===== src/rtl/dmem_bus_pkg.sv =====
// Shared types for the M-stage data-memory bus controller.
package dmem_bus_pkg;

    typedef enum logic [1:0] {IDLE, REQ, WAIT, DONE} dmem_state_t;

    localparam logic [1:0] MISALIGN_MASK = 2'b11;

endpackage


===== src/rtl/dmem_timeout_cnt.sv =====
// Watchdog cycle counter for outstanding bus accesses (used with DMEM_TIMEOUT_EN).
module dmem_timeout_cnt #(
    parameter int unsigned LIMIT = 255
) (
    input  logic i_clk,
    input  logic i_rst_n,
    input  logic i_en,
    input  logic i_clr,
    output logic o_hit
);

    localparam int unsigned CW = $clog2(LIMIT + 1);

    logic [CW-1:0] r_cnt;

    always_ff @(posedge i_clk or negedge i_rst_n) begin
        if (!i_rst_n) begin
            r_cnt <= '0;
        end else if (i_clr) begin
            r_cnt <= '0;
        end else if (i_en && (r_cnt != CW'(LIMIT))) begin
            r_cnt <= r_cnt + CW'(1);
        end
    end

    // Fires during the LIMIT-th enabled cycle so the access ends after exactly LIMIT cycles.
    assign o_hit = i_en && (r_cnt == CW'(LIMIT - 1));

endmodule


===== src/rtl/dmem_bus_ctrl.sv =====
// M-stage lw/sw to req/gnt/rvalid bus controller with pipeline stall.
// Optional watchdog enabled by defining DMEM_TIMEOUT_EN.
module dmem_bus_ctrl
    import dmem_bus_pkg::*;
#(
    parameter int unsigned ADDR_W      = 32,
    parameter int unsigned DATA_W      = 32,
    parameter int unsigned TIMEOUT_CYC = 255
) (
    input  logic              clk,
    input  logic              reset,
    input  logic              mem_rd_m,
    input  logic              mem_wr_m,
    input  logic [ADDR_W-1:0] addr_m,
    input  logic [DATA_W-1:0] wdata_m,
    output logic              stall_mem,
    output logic [DATA_W-1:0] rdata,
    output logic              err,
    output logic              bus_req,
    output logic              bus_we,
    output logic [ADDR_W-1:0] bus_addr,
    output logic [DATA_W-1:0] bus_wdata,
    input  logic              bus_gnt,
    input  logic              bus_rvalid,
    input  logic [DATA_W-1:0] bus_rdata
);

    dmem_state_t       r_state;
    dmem_state_t       w_next;
    logic [ADDR_W-1:0] r_bus_addr;
    logic [DATA_W-1:0] r_bus_wdata;
    logic              r_bus_we;
    logic [DATA_W-1:0] r_rdata;
    logic              r_err;

    logic w_op;
    logic w_misaligned;
    logic w_to_hit;

    assign w_op         = mem_rd_m | mem_wr_m;
    assign w_misaligned = |(addr_m[1:0] & MISALIGN_MASK);

`ifdef DMEM_TIMEOUT_EN
    dmem_timeout_cnt #(
        .LIMIT(TIMEOUT_CYC)
    ) u_timeout (
        .i_clk  (clk),
        .i_rst_n(reset),
        .i_en   ((r_state == REQ) || (r_state == WAIT)),
        .i_clr  (r_state == IDLE),
        .o_hit  (w_to_hit)
    );
`else
    // Watchdog compiled out; the parameter stays so overrides work in either build.
    assign w_to_hit = 1'b0 && (TIMEOUT_CYC != 0);
`endif

    always_comb begin
        w_next = r_state;
        case (r_state)
            IDLE: if (w_op) w_next = w_misaligned ? DONE : REQ;
            REQ: begin
                if (bus_gnt)       w_next = bus_we ? DONE : WAIT;
                else if (w_to_hit) w_next = DONE;
            end
            WAIT: if (bus_rvalid || w_to_hit) w_next = DONE;
            DONE: w_next = IDLE;
            default: w_next = IDLE;
        endcase
    end

    always_ff @(posedge clk or negedge reset) begin
        if (!reset) begin
            r_state     <= IDLE;
            r_bus_addr  <= '0;
            r_bus_wdata <= '0;
            r_bus_we    <= 1'b0;
            r_rdata     <= '0;
            r_err       <= 1'b0;
        end else begin
            r_state <= w_next;
            case (r_state)
                IDLE: begin
                    if (w_op) begin
                        r_err <= w_misaligned;
                        if (!w_misaligned) begin
                            r_bus_addr  <= addr_m & ~ADDR_W'(MISALIGN_MASK);
                            r_bus_wdata <= wdata_m;
                            r_bus_we    <= mem_wr_m;
                        end
                    end
                end
                REQ: if (!bus_gnt && w_to_hit) r_err <= 1'b1;
                WAIT: begin
                    if (bus_rvalid) begin
                        r_rdata <= bus_rdata;
                    end else if (w_to_hit) begin
                        r_rdata <= '0;
                        r_err   <= 1'b1;
                    end
                end
                default: ;
            endcase
        end
    end

    // Gated by reset so the hazard unit sees no stall while the controller is held in reset.
    assign stall_mem = reset & w_op & (r_state != DONE);
    assign err       = (r_state == DONE) & r_err;
    assign bus_req   = (r_state == REQ);
    assign bus_we    = r_bus_we;
    assign bus_addr  = r_bus_addr;
    assign bus_wdata = r_bus_wdata;
    assign rdata     = r_rdata;

endmodule


===== config.mk =====
export PLATFORM = sky130hd
export DESIGN_NAME = dmem_bus_ctrl
export DESIGN_NICKNAME = d
export VERILOG_FILES = /design/src/rtl/dmem_bus_pkg.sv /design/src/rtl/dmem_timeout_cnt.sv /design/src/rtl/dmem_bus_ctrl.sv
export SDC_FILE = /design/constraint.sdc
export NUM_CORES = 1
export LEC_CHECK = 0
export BUFFER_PORTS_ARGS = -buffer_cell sky130_fd_sc_hd__buf_2
export CAP_MARGIN = 40
export CORE_UTILIZATION = 25
export DETAILED_ROUTE_END_ITERATION = 6
export SYNTH_ARGS = -nofsm -noshare
export SYNTH_HDL_FRONTEND = slang
export SYNTH_SLANG_ARGS = --single-unit

===== constraint.sdc =====
create_clock -name clk -period 2.1 [get_ports clk]
set_input_delay 0 -clock clk [delete_from_list [all_inputs] [get_ports clk]]
set_output_delay 0 -clock clk [all_outputs]
set_load 0.02 [all_outputs]

==> results.toml <==
[status]
outcome = "finished clean"

[synth]
ys_seq_area_frac = 0.641
synth_cell_type_count = 19
post-synth-top-area-fraction = 0.641
synth_area_leaders = "dfrtp_1 (64%), mux2_2 (28%), ha_1 (2.0%)"
synth_area_um2 = 3830
ys_ff_latch = 98
synth_top_cell_by_area = "dfrtp_1"
yosysWarnings = 0
syn_area_per_cell_um2 = 16.6
synth_cells = 231

[die]
die_area_um2 = 15800
die_y_um = 126
io_pins = 202
core_area_um2 = 14800
die_w_um = 126
rows = 44
start_util = 0.259

[setup_path]
path_class = "register to register"
crit_path_end_kind = "register"
startpoint_type = "register"
r2r_slack_ps = 210
critPathMaxFanout = 50
crit_arrival_ps = 2110
worstPathRequired_ps = 2320

[layout]
final_core_util = 0.426
layout.nets = 641
register_area_um2 = 2450
stdcell_count = 720
diodes = 0
synthToLayoutAreaGrowth_pct = 64.2
drive_gt1_frac = 0.588
fillers = 1352
multi_input_area_um2 = 1260
design_area_um2 = 6280

[timing]
slew_violations = 0
rsz0062_at_grt = "false"
period_minus_slack_ps = 1890
fin_setup_tns_ps = 0
hold_viol_final = 0
maxClockFrequency_ghz = 0.529
min_period_over_period = 0.900
hold_slack_ps = 75.0
fin_skew_ps = 4.04
setup_viol = 0
fin_ws_ps = 210

[hold_path]
hold_class = "input port to async pin"

[clock_network]
cts_buffers = 9
root_buffer = "clkbuf_16"
path_clk_slew_ps = 60
htreeDepth = 3
cts_tree = "yes"
post_cts_buffers = 0
cts.sinks = 98
clockBufferDepth = 2
cts.repair.resized = 0
clock_latency_ps = 340

[pwr]
vdd_ir_drop_max_mv = 0.614
power.density_nw_per_um2 = 1400
power_mw = 8.80
p_leak_nw = 3.07

[global_routing]
grt_usage = 0.130
grt_pass1_wl_um = 16000
grt_max_degree = 55
antenna_found_initial = 0
grt-ovfl-total = 0
grt_pass1_vias = 3333

[route]
finalWirelength_um = 9740
first_pass_iters = 4
vias = 2976
wl_per_cell_um = 13.5
drc = 0
ant_nets = 0
vias_per_cell = 4.13
drtIter0Drc = 42

[placed_design]
place.gp.congestion = 0.684
pre_cts_ws_ps = 237
place_area_um2 = 5040
place_inst = 609
dpl.hpwl_um = 6410
port_buffers = 199

[flow_run]
drv_cap = 0
[sequential cells by signal (all words and copies together) (netlist names)]
register   flops
bus_wdata     32
r_err          1
bus_we         1
r_state        2
bus_addr      30
rdata         32
[cells in the mapped netlist, drive strengths merged]
library cell  number
conb               1
nor3               1
nand2              1
buf               11
nor2               3
mux2i              1
nor3b              1
inv                5
dfrtp             98
and2               1
a222oi             1
a21oi              2
o21ai              1
mux2              96
ha                 6
and3               1
a211oi             1
[report_power, final]
part	leakage, nW	internal [mW]	switching (mW)	total [mW]
Sequential	1.17	2.84	0.471	3.31
Clock	0.138	0.904	0.657	1.56
Combinational	1.76	1.75	2.19	3.93
[kinds of logic after synthesis]
family	Yosys count	synth area share
flops	98	0.641
other cells	1	0.000980
compound gates	5	0.00948
simple gates	8	0.0134
buf+inv	16	0.0304
mux	97	0.285
fa+ha+maj	6	0.0196
[metal layers]
metal / part of all wire / routed length [um] / track usage
met3: 0.066 / 640 / 0.0459
met1: 0.37 / 3640 / 0.132
met4: 0.017 / 164 / 0.0516
met2: 0.54 / 5290 / 0.242
met5: 0 / 0 / 0
[timing repair]
| item | 4_1_cts | 5_1_grt |
|---|---|---|
| hold endpoints to repair | 194 | 0 |
| hold buffers | 97 | 0 |
| endpoints found under the setup margin | 0 | 0 |
[layout by cell type (no fill, tap or decap)]
cell type,count
nand2_1,1
mux2i_1,1
buf_12,3
o21ai_2,1
a211oi_1,1
buf_4,3
buf_2,198
conb_1,2
ha_1,6
and3_1,1
inv_1,5
a21oi_1,2
nor3b_1,1
nor3_4,1
mux2_2,96
clkbuf_1,1
dfrtp_1,98
bufinv_16,1
and2_1,1
clkinv_2,3
dlygate4sd3_1,97
a222oi_1,1
nor2_1,3
clkbuf_16,9
[cell type report]
| cell class | count | area share |
|---|---|---|
| flip-flops and latches | 98 | 0.390 |
| repair buffers | 301 | 0.325 |
| multi-input cells | 118 | 0.201 |
| well taps | 184 | 0.0367 |
| clock buffers | 10 | 0.0365 |
| clock inverters | 4 | 0.00717 |
| inverters | 5 | 0.00299 |
[critical path: stages (launching register included)]
cell and delay [ps]:
dfrtp_1 430, inv_1 160, ha_1 210, o21ai_2 90, nor3_4 180, buf_12 280, mux2_2 380
[worst paths after layout]
path | startpoint | to | cells after the start
max in group asynchronous | reset | bus_wdata[8]$_DFFE_PN0P_ | 3
max | r_state[0]$_DFFE_PN0P_ | bus_addr[10]$_DFFE_PN0P_ | 6
max reg2reg | r_state[0]$_DFFE_PN0P_ | bus_addr[10]$_DFFE_PN0P_ | 6
min reg2reg | bus_wdata[25]$_DFFE_PN0P_ | bus_wdata[25]$_DFFE_PN0P_ | 1
min in group clk | bus_gnt | r_state[0]$_DFFE_PN0P_ | 4
min | reset | bus_addr[17]$_DFFE_PN0P_ | 2
(Power assumes the default switching activity.)
